## src/rtl/uart_rx_fifo_ctrl.sv

```systemverilog
// uart_rx_fifo_ctrl: RX FIFO sequencing (push skid, pop, overrun, 16550 char timeout, RX irqs).
// Build with UART_RX_TIMEOUT_EN defined to include the character-timeout counter and TIMEOUT state.
module uart_rx_fifo_ctrl #(
  parameter int TICKS_PER_CHAR = 160,
  parameter int TIMEOUT_CHARS  = 4
) (
  input  logic       clk,
  input  logic       reset_n,
  input  logic       baud_tick_i,
  input  logic       rx_valid_i,
  input  logic [7:0] rx_data_i,
  input  logic       rbr_rd_i,
  input  logic       lsr_rd_i,
  input  logic       fcr_rx_reset_i,
  input  logic       ier_rda_en_i,
  input  logic       ier_rls_en_i,
  input  logic [7:0] fifo_data_i,
  input  logic       fifo_empty_i,
  input  logic       fifo_full_i,
  input  logic       fifo_triggered_i,
  output logic       fifo_push_o,
  output logic [7:0] fifo_data_o,
  output logic       fifo_pop_o,
  output logic       fifo_reset_o,
  output logic [7:0] rbr_data_o,
  output logic       lsr_dr_o,
  output logic       lsr_oe_o,
  output logic       irq_rda_o,
  output logic       irq_timeout_o,
  output logic       irq_rls_o
);
  typedef enum logic [1:0] {IDLE, ARMED, TIMEOUT} state_e;
  state_e     state_q, state_d;
  logic       skid_vld_q, skid_vld_d;
  logic [7:0] skid_data_q, skid_data_d;
  logic       oe_q, oe_d;
  logic       fifo_reset_q;
  logic       drain, skid_busy, full_drop, rx_drop;
  assign fifo_pop_o  = rbr_rd_i & ~fifo_empty_i;
  assign rbr_data_o  = fifo_empty_i ? 8'h00 : fifo_data_i;
  // The staged byte leaves in any cycle without a pop: pushed if there is room, dropped otherwise.
  assign drain       = skid_vld_q & ~fifo_pop_o;
  assign skid_busy   = skid_vld_q & ~drain;
  assign fifo_push_o = drain & ~fifo_full_i;
  assign fifo_data_o = skid_data_q;
  assign full_drop   = drain & fifo_full_i;
  assign rx_drop     = rx_valid_i & ~fcr_rx_reset_i & skid_busy;
  assign skid_vld_d  = ~fcr_rx_reset_i & (rx_valid_i | skid_busy);
  assign skid_data_d = (rx_valid_i & ~skid_busy) ? rx_data_i : skid_data_q;
  assign oe_d        = full_drop | rx_drop | (oe_q & ~lsr_rd_i);
  assign fifo_reset_o = fifo_reset_q;
  assign lsr_oe_o    = oe_q;
  assign lsr_dr_o    = ~fifo_empty_i;
  assign irq_rda_o   = ier_rda_en_i & fifo_triggered_i;
  assign irq_rls_o   = ier_rls_en_i & oe_q;
  always_ff @(posedge clk or negedge reset_n) begin
    if (!reset_n) begin
      state_q      <= IDLE;
      skid_vld_q   <= 1'b0;
      skid_data_q  <= 8'h00;
      oe_q         <= 1'b0;
      fifo_reset_q <= 1'b0;
    end else begin
      state_q      <= state_d;
      skid_vld_q   <= skid_vld_d;
      skid_data_q  <= skid_data_d;
      oe_q         <= oe_d;
      fifo_reset_q <= fcr_rx_reset_i;
    end
  end
`ifdef UART_RX_TIMEOUT_EN
  localparam int LIMIT = TICKS_PER_CHAR * TIMEOUT_CHARS;
  localparam int CW = $clog2(LIMIT);
  localparam logic [CW-1:0] LAST = CW'(LIMIT - 1);
  logic [CW-1:0] cnt_q, cnt_d;
  logic          act;
  assign act = fifo_push_o | fifo_pop_o;
  // Counter only advances in ARMED and holds at LAST once TIMEOUT is reached.
  always_comb begin
    state_d = state_q;
    cnt_d   = cnt_q;
    if (fcr_rx_reset_i || fifo_empty_i) begin
      state_d = IDLE;
      cnt_d   = '0;
    end else if (state_q == IDLE) begin
      state_d = ARMED;
    end else if (act) begin
      state_d = ARMED;
      cnt_d   = '0;
    end else if (state_q == ARMED && baud_tick_i) begin
      state_d = (cnt_q == LAST) ? TIMEOUT : ARMED;
      cnt_d   = (cnt_q == LAST) ? cnt_q : cnt_q + 1'b1;
    end
  end
  always_ff @(posedge clk or negedge reset_n) begin
    if (!reset_n) cnt_q <= '0;
    else          cnt_q <= cnt_d;
  end
  assign irq_timeout_o = ier_rda_en_i & (state_q == TIMEOUT);
`else
  logic unused_ok;
  always_comb state_d = (fcr_rx_reset_i | fifo_empty_i) ? IDLE : (state_q == IDLE ? ARMED : state_q);
  assign unused_ok     = baud_tick_i ^ (TICKS_PER_CHAR * TIMEOUT_CHARS == 0);
  assign irq_timeout_o = 1'b0;
`endif
endmodule

```

## config.mk

```make
export PLATFORM = sky130hd
export DESIGN_NAME = uart_rx_fifo_ctrl
export DESIGN_NICKNAME = d
export VERILOG_FILES = /design/src/rtl/uart_rx_fifo_ctrl.sv
export SDC_FILE = /design/constraint.sdc
export NUM_CORES = 1
export LEC_CHECK = 0
export ABC_AREA = 1
export CAP_MARGIN = 30
export CORE_MARGIN = 10
export CORE_UTILIZATION = 32
export DETAILED_ROUTE_END_ITERATION = 6
export GPL_TIMING_DRIVEN = 0
export PLACE_DENSITY = 0.9
export SLEW_MARGIN = 25
export SYNTH_ARGS = -nofsm -noshare
export SYNTH_HDL_FRONTEND = slang
export SYNTH_SLANG_ARGS = --single-unit
```

## constraint.sdc

```tcl
create_clock -name clk -period 2.3 [get_ports clk]
set_clock_uncertainty 0.05 [all_clocks]
set_input_delay 0.575 -clock clk [delete_from_list [all_inputs] [get_ports clk]]
set_output_delay 0.575 -clock clk [all_outputs]
set_load 0.02 [all_outputs]
```

==> results of run 1 <==
[synthesized netlist by cell type (all sizes together)]
cell type	n
conb	1
a21oi	1
nor2	11
buf	3
nand3	12
dfrtp	11
inv	14
nand2	22
[through the flow]
stage | area, um^2 | setup WS [ns]
finish | 1070 | 0.171
floorplan | 569 | 0.536
CTS | 1080 | 0.00728
detailed placement | 1070 | -0.270
global route | 1070 | 0.0728
global placement | 1070 | -0.235
[registers in the layout, indices dropped and copies added, names as in the netlist]
name	cells
fifo_data_o	8
fifo_reset_o	1
lsr_oe_o	1
skid_vld_q	1
[power breakdown]
| part | internal [W] | switching (W) |
|---|---|---|
| combinational | 0.0000932 | 0.0000891 |
| sequential | 0.000211 | 0.0000101 |
| clock | 0.0000671 | 0.0000660 |
| total | 0.000372 | 0.000165 |
[routing by layer]
metal  GRT usage (%)  wire [um]
met5               0          0
met4            3.43         19
met3            6.27        280
met2            13.7        744
met1            11.7        857
[area by class of cell]
type	count	area [um^2]	share of cell area (%)
clock buffer	4	26.3	2.44
multi-input combinational	47	213	19.8
sequential	11	275	25.6
timing repair buffer	47	448	41.7
buffer	3	23.8	2.21
tap	25	31.3	2.91
inverter	14	57.6	5.36
[how the worst min path moves through the flow]
stage,cells past startpoint,end,slack (ns)
after floorplan,0,fifo_data_o[0],0.23
after global placement,2,fifo_data_o[3],0.41
after detailed placement,2,fifo_data_o[5],0.41
after CTS,2,fifo_data_o[5],0.43
after global routing,2,fifo_data_o[2],0.46
final,2,fifo_data_o[2],0.43
[cell families after synthesis]
kind of cell    after synthesis  share of synthesized area (%)
buf+inv                      17                           14.3
flops                        11                           48.4
compound gates                1                          0.878
other cells                   1                          0.659
simple gates                 45                           35.8
[critical path, cell delays in order]
cell,delay (ns)
clkdlybuf4s50_1,0.55
inv_1,0.06
nor2_1,0.13
clkbuf_2,0.20
[repair_timing]
item / in CTS / in global routing
pin swaps: 0 / 0
endpoints found under the setup margin: 12 / 2
resized for setup: 12 / 4
==> flow_summary_export.csv, run 1 <==
group,metric,value,unit
pwr,cellPowerDensity,499,mW/mm^2
cts,cts_buffers,3,
cells_and_area,fin_util,62.9,%
routing,dr_total_vias,660,
cts,cts_tree,"yes",
global_route,grt_pass1_vias,661,
synth,seq_area_frac_synth,48.4,%
cells_and_area,final_nets,155,
global_route,gr-usage-all-layers,9.81,%
cells_and_area,layout_common_cells,"clkdlybuf4s50_1 (35), nand2_1 (21), inv_1 (12)",
critical_path,reg2reg_slack,1.32,ns
sta,tightest_slew,0.510,ns
outcome,status,"finished clean",
hold_path,hold_start,"fifo_data_o[2]",
routing,drcViolationCount,0,
floorplan,rows,15,
cts,cts_setup_buffers,0,
sta,holdWs,0.429,ns
critical_path,required,1.67,ns
sta,slew_violations,0,
cts,cts.clk_slew.worst_paths,0.07,ns
cells_and_area,fillers,158,
cts,cts.sink_count,11,
sta,hold_violations,0,
cts,clk_latency,0.26,ns
synth,netlist_area,569,um^2
routing,initialDrtViolationCount,19,
floorplan,pin_count,52,
placement,dp.cells,147,
floorplan,die_h,62.2,um
cts,clockRootBuffer,"clkbuf_4",
pwr,p_total,0.000537,W
cells_and_area,antenna_cells,0,
critical_path,critPathArrivalTime,1.50,ns
cells_and_area,drive_above_1_share,9.52,%
critical_path,crit_type,"primary input to primary output",
run,drv_cap,0,
sta,fin_crit_sh,92.6,%
synth,syn_avg_cell_area,7.59,um^2
global_route,grt-ovfl-total,0,
sta,rsz0062_at_grt,"no",
floorplan,core,0.00171,mm^2
placement,hpwlAfterDp,1660,um
cts,ctsHoldBuffers,0,
synth,synthCells,75,
critical_path,ff2ff_path_depth,4,
critical_path,cp_max_fo,3,
routing,dr.pass1.iters,4,
synth,ys_types,14,
sta,slew_headroom,65.9,%
critical_path,r2r_start,"skid_vld_q",
cells_and_area,finalNonFillerCells,151,
routing,ant_nets,0,
global_route,grt_max_degree,12,
cells_and_area,final_common_cell,"clkdlybuf4s50_1",
critical_path,end_kind,"primary output",
cts,cts.path.max_buffers,2,
global_route,grt_pass1_wl,3170,um
routing,postRouteWirelength,1900,um
placement,gp_congestion,0.697,
placement,port_buffers,47,
pwr,leakage,0.574,nW
pwr,vdd_drop_max,344,uV
synth,ys_warn_count,0,
critical_path,crit_start,"rbr_rd_i",
sta,max_freq,0.470,GHz
synth,synth_area_leaders,"dfrtp_1 (48%), nand2_1 (14%), nand3_1 (9.7%)",
critical_path,cp-start-kind,"primary input",
synth,synth.largest_area_cell,"dfrtp_1",
sta,fin_crit,2.13,ns
global_route,antenna_found_initial,0,
sta,setup_viol,0,
synth,synth_fp_nets,103,
routing,avgRoutedWirePerCell,12.6,um
floorplan,start_util,33.3,%
cells_and_area,syn_to_final_growth,88.8,%
routing,viasPerCell,4.37,
cts,h-tree-depth,1,
sta,setup_tns,0,ns
floorplan,dieArea,0.00387,mm^2
floorplan,die-width,62.2,um
critical_path,crit_end,"fifo_pop_o",
critical_path,r2r_end,"fifo_data_o[1]",
synth,synth_seq_cells,11,
hold_path,hp-class,"register to register",
synth,netlist.area_leader.share,48.4,%
Note: power is estimated with default switching activity, not from simulation.
==> inputs of run 2 (changes only) <==
--- a/config.mk
+++ b/config.mk
@@ -12,7 +12,6 @@
 export DETAILED_ROUTE_END_ITERATION = 6
 export GPL_TIMING_DRIVEN = 0
 export PLACE_DENSITY = 0.9
-export SLEW_MARGIN = 25
 export SYNTH_ARGS = -nofsm -noshare
 export SYNTH_HDL_FRONTEND = slang
 export SYNTH_SLANG_ARGS = --single-unit
==> results of run 2 <==
The final DEF is identical to that of run 1; final timing and power are the same.
